## src/rtl/calc_key_entry.sv

```systemverilog
// Key-entry sequencer for the one-digit BCD calculator: drives adder operands and latches its result.
// Optional chained operation from a shown result is enabled by defining CALC_CHAIN_EN.
module calc_key_entry (
   input  logic       CLK,
   input  logic       RST_X,
   input  logic       KEY_VALID,
   input  logic [3:0] KEY_CODE,
   output logic [3:0] X,
   output logic [3:0] Y,
   output logic       SUB,
   input  logic [3:0] S,
   input  logic       CARRY,
   output logic [3:0] RES,
   output logic       RES_CARRY,
   output logic       RES_VALID,
   output logic [3:0] DISP,
   output logic       ERR
);

   localparam logic [1:0] S_X   = 2'd0;
   localparam logic [1:0] S_OP  = 2'd1;
   localparam logic [1:0] S_Y   = 2'd2;
   localparam logic [1:0] S_RES = 2'd3;

   logic [1:0] state_q, state_d;
   logic [3:0] x_q, x_d;
   logic [3:0] y_q, y_d;
   logic       sub_q, sub_d;
   logic [3:0] res_q, res_d;
   logic       res_carry_q, res_carry_d;
   logic       res_valid_q, res_valid_d;
   logic [3:0] disp_q, disp_d;
   logic       err_q, err_d;

   logic key_digit, key_op, key_eq, key_clr;

   assign key_digit = KEY_VALID && (KEY_CODE <= 4'd9);
   assign key_op    = KEY_VALID && ((KEY_CODE == 4'hA) || (KEY_CODE == 4'hB));
   assign key_eq    = KEY_VALID && (KEY_CODE == 4'hC);
   assign key_clr   = KEY_VALID && (KEY_CODE == 4'hD);

   always_comb begin
      state_d     = state_q;
      x_d         = x_q;
      y_d         = y_q;
      sub_d       = sub_q;
      res_d       = res_q;
      res_carry_d = res_carry_q;
      res_valid_d = 1'b0;
      err_d       = err_q;

      if (key_clr) begin
         state_d     = S_X;
         x_d         = 4'd0;
         y_d         = 4'd0;
         sub_d       = 1'b0;
         res_d       = 4'd0;
         res_carry_d = 1'b0;
         err_d       = 1'b0;
      end else begin
         case (state_q)
            S_X: begin
               if (key_digit) x_d = KEY_CODE;
               if (key_op) begin
                  sub_d   = KEY_CODE[0];
                  state_d = S_OP;
               end
            end
            S_OP: begin
               if (key_digit) begin
                  y_d     = KEY_CODE;
                  state_d = S_Y;
               end
               if (key_op) sub_d = KEY_CODE[0];
            end
            S_Y: begin
               if (key_digit) y_d = KEY_CODE;
               // Adder output is combinational on the X/Y/SUB held this cycle.
               if (key_eq) begin
                  res_d       = S;
                  res_carry_d = CARRY;
                  res_valid_d = 1'b1;
                  state_d     = S_RES;
               end
            end
            default: begin
               if (key_digit) begin
                  x_d     = KEY_CODE;
                  y_d     = 4'd0;
                  sub_d   = 1'b0;
                  err_d   = 1'b0;
                  state_d = S_X;
               end
`ifdef CALC_CHAIN_EN
               if (key_op) begin
                  if (res_carry_q) begin
                     err_d = 1'b1;
                  end else begin
                     x_d     = res_q;
                     sub_d   = KEY_CODE[0];
                     state_d = S_OP;
                  end
               end
`endif
            end
         endcase
      end

`ifndef CALC_CHAIN_EN
      err_d = 1'b0;
`endif

      case (state_d)
         S_X, S_OP: disp_d = x_d;
         S_Y:       disp_d = y_d;
         default:   disp_d = res_d;
      endcase
   end

   always_ff @(posedge CLK) begin
      if (!RST_X) begin
         state_q     <= S_X;
         x_q         <= 4'd0;
         y_q         <= 4'd0;
         sub_q       <= 1'b0;
         res_q       <= 4'd0;
         res_carry_q <= 1'b0;
         res_valid_q <= 1'b0;
         disp_q      <= 4'd0;
         err_q       <= 1'b0;
      end else begin
         state_q     <= state_d;
         x_q         <= x_d;
         y_q         <= y_d;
         sub_q       <= sub_d;
         res_q       <= res_d;
         res_carry_q <= res_carry_d;
         res_valid_q <= res_valid_d;
         disp_q      <= disp_d;
         err_q       <= err_d;
      end
   end

   assign X         = x_q;
   assign Y         = y_q;
   assign SUB       = sub_q;
   assign RES       = res_q;
   assign RES_CARRY = res_carry_q;
   assign RES_VALID = res_valid_q;
   assign DISP      = disp_q;
   assign ERR       = err_q;

endmodule

```

## config.mk

```make
export PLATFORM = sky130hd
export DESIGN_NAME = calc_key_entry
export DESIGN_NICKNAME = d
export VERILOG_FILES = /design/src/rtl/calc_key_entry.sv
export SDC_FILE = /design/constraint.sdc
export NUM_CORES = 1
export LEC_CHECK = 0
export ABC_AREA = 1
export ABC_CLOCK_PERIOD_IN_PS = 1740
export CAP_MARGIN = 20
export CORE_AREA = 2 2 54 56
export DETAILED_ROUTE_END_ITERATION = 16
export DIE_AREA = 0 0 56 58
export HOLD_SLACK_MARGIN = 0.08
export PLACE_DENSITY = 0.78
export SYNTH_ARGS = -nofsm -noshare
export SYNTH_HDL_FRONTEND = slang
export SYNTH_SLANG_ARGS = --single-unit
```

## constraint.sdc

```tcl
create_clock -name CLK -period 1.74 [get_ports CLK]
set_input_delay 0.174 -clock CLK [delete_from_list [all_inputs] [get_ports CLK]]
set_output_delay 0.174 -clock CLK [all_outputs]
set_load 0.05 [all_outputs]
```

==> flow_summary.yaml <==
worst_hold_path:
  holdPathStages: 3
  hp-start: "CARRY"
  min_to: "RES_CARRY"
  hold_path.class: "in2reg"
worst_setup_path:
  crit_required_ns: 1.57
  critPathTopFamily: "buffers and inverters"
  critPathLaunch: "X[1]"
  slowest_delay_ns: 0.81
  crit_slowest_cell: "clkdlybuf4s50_1"
  r2r-end: "DISP[0]"
  cp_max_fo: 2
  path_buf_inv: 1
  critPathArrivalTime_ns: 1.51
  crit_chain: "clkdlybuf4s50_1"
  setup.worst_path.start_class: "register"
  cp-end-kind: "output pin"
  crit-reg2reg-launch: "state_q[1]"
  reg2reg_slack_ns: 0.11
  reg2reg_depth: 9
  crit_type: "reg2out"
cts:
  clk_path_buf_depth: 2
  clkTransAtPathRegs_ns: 0.13
  insertion_delay_ns: 0.32
  cts_buffers: 3
  cts.sinks: 21
  cts_root_buf: "clkbuf_4"
  htree_levels: 1
  hold_buffers: 0
  cts_tree: "done"
cells_and_area:
  drive_above_1_share: 0.226
  num-nets-final: 225
  final_area_um2: 1630
  final_common_cell: "nand2_1"
  final_cell_mix: "nand2_1 (47), clkdlybuf4s50_1 (25), dfxtp_1 (21), nor2_1 (21)"
  diodes: 0
  syn2layout_area_growth_pct: 35.4
global_routing:
  grtUsageMet2: 0.339
  grt_pass1_wl_um: 5110
  grt_use_total: 0.201
  grt_pass1_vias: 1208
  use_met1: 0.237
  antenna_found_initial: 0
  grt_max_degree: 13
  grt_overflow: 0
  use_met3: 0.0313
  grt.busiest_layer: "met2"
sta:
  rsz0062_at_grt: "false"
  hold-worst-slack_ns: 0.409
  fin_skew_ns: 0.00613
  setup_viol_count_final: 0
  fmax_mhz: 595
  period_minus_slack_ns: 1.68
  slew_violations: 0
  tightest_slew_ns: 0.517
  finalCritPeriodShare: 0.966
  hold_viol: 0
  tns_ns: 0
  slew-limit-headroom: 0.655
die:
  dieHeight_um: 58
  start_util: 0.451
  core_area_um2: 2660
  row_count: 19
  die_x_um: 56
  die_area_um2: 3250
  ioPinCount: 32
detailed_routing:
  wl_um: 3060
  wl_per_cell_um: 12.8
  drc_errors: 0
  routed_via_density: 5.10
  dr_total_vias: 1219
  antenna_left: 0
  drtIter0Drc: 30
  firstDrtPassIters: 4
pwr:
  powerDensity_nw_per_um2: 766
  ir_worst_vdd_mv: 0.693
  leakagePower_nw: 0.768
  power.total_w: 0.00125
synth:
  synth_compound_area_frac: 0.156
  synthXorXnorAreaFrac: 0
  yosysWarningCount: 0
  synth_fa_ha_area_frac: 0.0417
  synthMuxAreaShare: 0
  synth.distinct_cells: 28
  synth_top_family_by_area: "simple AND/OR/NAND/NOR gates"
  synthCells: 167
  syn_avg_cell_area_um2: 7.19
  synth_nets: 183
  syn-cell-area_um2: 1200
  ys_seq_area_frac: 0.350
  synth_seq_cells: 21
  yosys.area_share.simple: 0.365
run:
  drv_cap: 0
placement:
  portBuffers: 30
  placed_cell_area_um2: 1590
  gp_congestion: 0.873
  dp_hpwl_um: 2470
outcome:
  status: "finished clean"
## sequential cells by signal, summed over array words and instances, names as in the netlist
signal     count
RES            4
DISP           4
X              4
RES_VALID      1
state_q        2
RES_CARRY      1
Y              4
SUB            1
## Yosys cell counts, drive strengths merged
cell     n  area (µm²)
dfxtp   21         420
nand2   53         219
inv     18        72.6
o211ai   3        27.5
conb     1        3.75
a21oi   10        68.8
o21ai   13        91.3
buf      3        23.8
nor2    27         149
nor3     2        10.0
nand3   11        60.1
clkbuf   1        5.00
ha       4        50.1
## final cells by class
type / count / area (µm²)
clock buffer: 3 / 22.5
sequential: 21 / 420
multi-input combinational: 124 / 682
timing repair buffer: 41 / 385
fill: 262 / 1040
tap: 31 / 38.8
inverter: 18 / 72.6
clock inverter: 1 / 5.00
## power by group
| group | total (W) | switching [W] | internal, W |
|---|---|---|---|
| clock | 0.000254 | 0.000167 | 0.0000862 |
| sequential | 0.000531 | 0.0000182 | 0.000513 |
| combinational | 0.000462 | 0.000292 | 0.000170 |
## stage by stage
step                setup WS, ns  cells  utilization
floorplan                  0.168    167            -
global placement        -0.00345    235        0.597
detailed placement       -0.0779    235        0.597
CTS                      0.00410    239        0.607
global route             0.00115    239        0.611
finish                    0.0588    239        0.611
## cells by family after synthesis
family,count (synthesis)
flops,21
simple gates,93
fa+ha+maj,4
compound gates,26
buf+inv,22
other cells,1
## worst max path at each step
stage | end | slack (ns) | cells after the start
floorplan | DISP[0] | 0.17 | 13
global placement | DISP[0] | -0.003 | 12
detailed placement | DISP[0] | -0.08 | 11
CTS | Y[2] | 0.004 | 1
global route | DISP[0] | 0.001 | 9
finish | X[1] | 0.06 | 1
## repair_timing
action,4_1_cts,5_1_grt
gates resized for setup,0,4
setup endpoints to repair,0,4
endpoints found under the hold margin,0,0
buffers inserted,0,0
## per-layer routing
| layer | up-vias | wire length, µm |
|---|---|---|
| met5 | - | 0 |
| met2 | 32 | 1480 |
| li1 | 612 | - |
| met3 | 14 | 138 |
| met1 | 561 | 1310 |
| met4 | 0 | 124 |
No activity file was read; power rests on OpenSTA's default activity.
